`src/rtl/mem_port_arbiter.sv`:
```
// Shares one synchronous single-ported memory between the CPU and the GPU frame loader.
// The GPU wins ties, but a run-length limit guarantees the CPU a grant under continuous GPU traffic.
module mem_port_arbiter_chk (
  input logic clk,
  input logic clr,
  input logic cpu_req,
  input logic gpu_req,
  input logic cpu_gnt,
  input logic gpu_gnt,
  input logic cpu_rvalid,
  input logic gpu_rvalid
);
  a_gnt_onehot: assert property (@(posedge clk) disable iff (!clr) !(cpu_gnt && gpu_gnt));
  a_rvalid_onehot: assert property (@(posedge clk) disable iff (!clr) !(cpu_rvalid && gpu_rvalid));
  a_cpu_gnt_req: assert property (@(posedge clk) disable iff (!clr) cpu_gnt |-> cpu_req);
  a_gpu_gnt_req: assert property (@(posedge clk) disable iff (!clr) gpu_gnt |-> gpu_req);
  a_no_idle: assert property (@(posedge clk) disable iff (!clr) (cpu_req || gpu_req) |-> (cpu_gnt || gpu_gnt));
endmodule

module mem_port_arbiter #(
  parameter int ADDR_WIDTH  = 16,
  parameter int DATA_WIDTH  = 16,
  parameter int MAX_GPU_RUN = 4
) (
  input  logic                  clk,
  input  logic                  clr,
  input  logic                  cpu_req,
  input  logic [ADDR_WIDTH-1:0] cpu_addr,
  input  logic [DATA_WIDTH-1:0] cpu_wdata,
  input  logic                  cpu_we,
  output logic                  cpu_gnt,
  output logic                  cpu_rvalid,
  output logic [DATA_WIDTH-1:0] cpu_rdata,
  input  logic                  gpu_req,
  input  logic [ADDR_WIDTH-1:0] gpu_addr,
  input  logic [DATA_WIDTH-1:0] gpu_wdata,
  input  logic                  gpu_we,
  output logic                  gpu_gnt,
  output logic                  gpu_rvalid,
  output logic [DATA_WIDTH-1:0] gpu_rdata,
  output logic [ADDR_WIDTH-1:0] mem_addr,
  output logic [DATA_WIDTH-1:0] mem_wdata,
  output logic                  mem_we,
  input  logic [DATA_WIDTH-1:0] mem_rdata,
  output logic [1:0]            owner
);
  localparam int RUN_W = $clog2(MAX_GPU_RUN + 1);
  localparam logic [RUN_W-1:0] RUN_MAX = RUN_W'(MAX_GPU_RUN);
  localparam logic [1:0] TAG_NONE = 2'b00;
  localparam logic [1:0] TAG_CPU  = 2'b01;
  localparam logic [1:0] TAG_GPU  = 2'b10;

  logic [RUN_W-1:0] gpu_run_r;
  logic [RUN_W-1:0] gpu_run_next_s;
  logic [1:0]       rd_tag_r;
  logic [1:0]       rd_tag_next_s;
  logic [1:0]       owner_r;
  logic [1:0]       owner_next_s;
  logic             cpu_win_s;
  logic             gpu_win_s;

  function automatic logic [1:0] grant_code(input logic cpu_hit, input logic gpu_hit);
    case ({cpu_hit, gpu_hit})
      2'b10:   grant_code = TAG_CPU;
      2'b01:   grant_code = TAG_GPU;
      default: grant_code = TAG_NONE;
    endcase
  endfunction

  // Grant decision: GPU first unless the waiting CPU has seen a full GPU run.
  always_comb begin
    cpu_win_s = 1'b0;
    gpu_win_s = 1'b0;
    if (!clr) begin
      cpu_win_s = 1'b0;
      gpu_win_s = 1'b0;
    end else if (gpu_req && (!cpu_req || (gpu_run_r < RUN_MAX))) begin
      gpu_win_s = 1'b1;
    end else if (cpu_req) begin
      cpu_win_s = 1'b1;
    end else begin
      cpu_win_s = 1'b0;
      gpu_win_s = 1'b0;
    end
  end

  // Memory port mux; an idle port parks on the CPU address with writes disabled.
  always_comb begin
    mem_addr  = cpu_addr;
    mem_wdata = cpu_wdata;
    mem_we    = 1'b0;
    if (gpu_win_s) begin
      mem_addr  = gpu_addr;
      mem_wdata = gpu_wdata;
      mem_we    = gpu_we;
    end else if (cpu_win_s) begin
      mem_addr  = cpu_addr;
      mem_wdata = cpu_wdata;
      mem_we    = cpu_we;
    end else begin
      mem_we    = 1'b0;
    end
  end

  // Next-state for the GPU run counter, read tag and owner.
  always_comb begin
    gpu_run_next_s = gpu_run_r;
    if (!cpu_req || cpu_win_s) begin
      gpu_run_next_s = {RUN_W{1'b0}};
    end else if (gpu_win_s && (gpu_run_r < RUN_MAX)) begin
      gpu_run_next_s = gpu_run_r + RUN_W'(1);
    end else begin
      gpu_run_next_s = gpu_run_r;
    end
    rd_tag_next_s = grant_code(cpu_win_s & ~cpu_we, gpu_win_s & ~gpu_we);
    owner_next_s  = grant_code(cpu_win_s, gpu_win_s);
  end

  // State registers.
  always_ff @(posedge clk or negedge clr) begin
    if (!clr) begin
      gpu_run_r <= {RUN_W{1'b0}};
      rd_tag_r  <= TAG_NONE;
      owner_r   <= TAG_NONE;
    end else begin
      gpu_run_r <= gpu_run_next_s;
      rd_tag_r  <= rd_tag_next_s;
      owner_r   <= owner_next_s;
    end
  end

  assign cpu_gnt    = cpu_win_s;
  assign gpu_gnt    = gpu_win_s;
  assign cpu_rvalid = clr & (rd_tag_r == TAG_CPU);
  assign gpu_rvalid = clr & (rd_tag_r == TAG_GPU);
  assign cpu_rdata  = mem_rdata;
  assign gpu_rdata  = mem_rdata;
  assign owner      = owner_r;

  mem_port_arbiter_chk u_chk (
    .clk        (clk),
    .clr        (clr),
    .cpu_req    (cpu_req),
    .gpu_req    (gpu_req),
    .cpu_gnt    (cpu_gnt),
    .gpu_gnt    (gpu_gnt),
    .cpu_rvalid (cpu_rvalid),
    .gpu_rvalid (gpu_rvalid)
  );
endmodule
```
`config.mk`:
```
export PLATFORM = sky130hd
export DESIGN_NAME = mem_port_arbiter
export DESIGN_NICKNAME = d
export VERILOG_FILES = /design/src/rtl/mem_port_arbiter.sv
export SDC_FILE = /design/constraint.sdc
export NUM_CORES = 1
export LEC_CHECK = 0
export CAP_MARGIN = 20
export CORE_MARGIN = 3
export CORE_UTILIZATION = 24
export CTS_CLUSTER_DIAMETER = 100
export DETAILED_ROUTE_END_ITERATION = 16
export PLACE_DENSITY = 0.82
export SYNTH_ARGS = -nofsm -noshare
export SYNTH_HDL_FRONTEND = slang
export SYNTH_SLANG_ARGS = --single-unit
export TNS_END_PERCENT = 30
```
`constraint.sdc`:
```
create_clock -name clk -period 1.5 [get_ports clk]
set_input_delay 0.15 -clock clk [delete_from_list [all_inputs] [get_ports clk]]
set_output_delay 0.15 -clock clk [all_outputs]
set_load 0.03 [all_outputs]
```
==> impl_metrics.ini <==
[synthesis]
yosysSeqAreaShare_pct = 16.2
synth_compound_area_share_pct = 1.85
yosys.cell_types.count = 20
synthMuxAreaShare_pct = 42.8
synthSimpleGateAreaFrac_pct = 10.8
ys_ff_latch = 7
synth_top_family_by_area = multiplexers
syn_inst = 102
ys.warnings.count = 0
synth_nets = 189
avgSynthCellArea_um2 = 10.6
synth_fa_ha_area_share_pct = 1.16
synth_area_um2 = 1080
synth-xor-area-share_pct = 0

[worst_setup_path]
critPathKind = reg -> out
worst_ep_required_time_ps = 1350
rr_worst_depth = 5
cp_slowest_cell = dfrtp_1
crit_chain = nand2_2, nand3_4, buf_12, buf_6, mux2_4, buf_6
critical_path_buf_inv_count = 3
r2r_end = rd_tag_r[1]
r2r-start = gpu_run_r[2]
cp_top_family = buffers and inverters
r2r_setup_slack_ps = 380
path_max_fanout = 5
max_stage_delay_ps = 390
critPathArrivalTime_ps = 1590
cpMostUsedCell = buf_6
cp-end-kind = primary output
cp-start-kind = register

[routing]
antenna_left = 0
via_count = 1034
via_per_inst = 4.31
wl_per_cell_um = 13.9
first_pass_iters = 3
routed_wl_um = 3330
drtIter0Drc = 15
drc = 0

[run]
maxCapViolCount = 0

[hold_path]
min_path_cells = 0
hold_start = mem_rdata[11]
holdPathEnd = cpu_rdata[11]
hold_class = in -> out

[finish]
diodes = 0
drive_gt1_share_pct = 45.3
fin_util_pct = 51.7
fin_nets = 278
syn2layout_area_growth_pct = 99.7
instances_no_fill = 240

[clocking]
numCtsBuffers = 3
root_buffer = clkbuf_8
insertion_delay_ps = 230
cts_sinks = 7
cts_tree = done
cts-hold-fix-buffers = 0
htree_levels = 1
clk_pin_slew_ps = 40
cts_buffer_depth = 2

[pwr]
power_frac_comb_pct = 60.9
clockPowerShare_pct = 22.2
p_leak_nw = 1.04
swShare_pct = 31.7
ir_worst_vdd_uv = 272
power_frac_seq_pct = 16.8
p_sw_w = 0.000374
power.density_nw_per_um2 = 548
total_power_w = 0.00118
p_int_w = 0.000806

[placed_design]
place.gp.congestion = 0.678
portBuffers = 108
dp_hpwl_um = 2830
place_inst = 233

[sta]
fmax_mhz = 573
min_period_ps = 1740
grt_setup_unrepaired = true
skew_ps = 4.41
tightest_slew_ps = 304
relSlewSlack_pct = 79.6
post-route-period-util_pct = 116
hold_viol = 0
setup_slack_ps = -244
drv_slew = 0
setup-violations-final = 32

[die]
core-area_um2 = 4170
io_pins = 157
die_height_um = 73.1
die_w_um = 73.1
fp-row-count = 23
die-area_um2 = 5340
start_util_pct = 25.9

[run_status]
violations = negative setup slack
status = complete, but fails checks

[global_route]
grt_pass1_wl_um = 4910
grt_start_max_net_pins = 20
antenna_found_initial = 0
grt_pass1_vias = 1062
grt_use_total_pct = 11.8
grt_overflow_total = 0
[worst max path at each step]
stage	start	endpoint	slack, ps	depth (start not counted)
4_1_cts	gpu_run_r[2]	mem_addr[12]	-270	5
6_report	gpu_run_r[2]	mem_addr[9]	-240	6
3_3_place_gp	cpu_req	mem_addr[14]	-610	6
2_1_floorplan	gpu_run_r[2]	mem_addr[0]	210	4
5_1_grt	gpu_run_r[2]	mem_addr[9]	-300	6
3_5_place_dp	cpu_req	mem_wdata[13]	-630	6
[layout by cell type (no fill, tap or decap), types with 2 or more instances in the layout]
| cell | count |
|---|---|
| nand2_1 | 4 |
| mux2_2 | 4 |
| and3_1 | 2 |
| buf_4 | 12 |
| clkbuf_8 | 3 |
| buf_6 | 29 |
| and2_1 | 2 |
| mux2_4 | 28 |
| buf_12 | 5 |
| dfrtp_1 | 7 |
| nand4_1 | 2 |
| buf_2 | 3 |
| nor2_1 | 2 |
| nor2b_1 | 2 |
| inv_1 | 4 |
| clkdlybuf4s50_1 | 70 |
| o22ai_1 | 2 |
[final cells by class]
class,count,area [µm²]
timing repair buffer,120,1240
tap,50,62.6
fill,388,2020
inverter,4,15.0
sequential,7,175
clock buffer,4,45.0
multi-input combinational,55,617
[metal layers]
layer,track usage (%),vias to the layer above,part of all wire (%)
li1,-,492,-
met3,5.23,4,14
met4,3.28,0,1.1
met2,20.7,75,52
met5,0,-,0
met1,12.8,463,32
[flip-flops by register name, indices dropped and copies added (netlist names)]
signal     flops
gpu_run_r      3
owner          2
rd_tag_r       2
[through the flow]
stage	hold WS, ps	setup slack [ps]	instance area [µm²]	setup TNS, ps
final	300	-244	2160	-5200
after detailed placement	300	-635	2040	-18190
after floorplan	-146	209	1080	0
after CTS	300	-269	2180	-5960
after global placement	300	-611	2040	-17400
after global routing	300	-297	2160	-6940
[power groups by stage]
stage	Combinational, W	Sequential (W)	Clock [W]
2_1_floorplan	0.000476	0.000206	0
3_3_place_gp	0.000686	0.000201	0
3_5_place_dp	0.000693	0.000201	0
4_1_cts	0.000734	0.000199	0.000271
5_1_grt	0.000757	0.000199	0.000282
6_report	0.000720	0.000199	0.000262
[cells by family after synthesis]
| group | Yosys count |
|---|---|
| adder cells (fa/ha/maj) | 1 |
| AO/OA/AOI/OAI | 3 |
| AND/OR/NAND/NOR | 19 |
| multiplexers | 32 |
| flip-flops | 7 |
| buffers and inverters | 40 |
[synthesized netlist by cell type]
master     n  area, µm²
nand4_1    2       12.5
inv_1      4       15.0
mux2_2     5       56.3
nand2b_1   1       6.26
ha_1       1       12.5
and3b_1    1       8.76
o21a_1     1       7.51
nor3b_1    1       7.51
nor2b_1    2       12.5
nand2_1    5       18.8
dfrtp_1    7        175
buf_6      3       33.8
mux2_4    27        405
o22ai_1    2       12.5
and2_1     2       12.5
and3_1     2       12.5
nand3_4    1       17.5
buf_4     32        240
buf_2      1       5.00
nor2_1     2       7.51
[repair_timing]
item | in CTS | in global routing
buffers inserted | 2 | 1
pin swaps | 2 | 2
gates resized for setup | 184 | 16
setup endpoints to repair | 32 | 36
hold endpoints to repair | 0 | 0
gates cloned | 1 | 0
(Power assumes the default switching activity.)
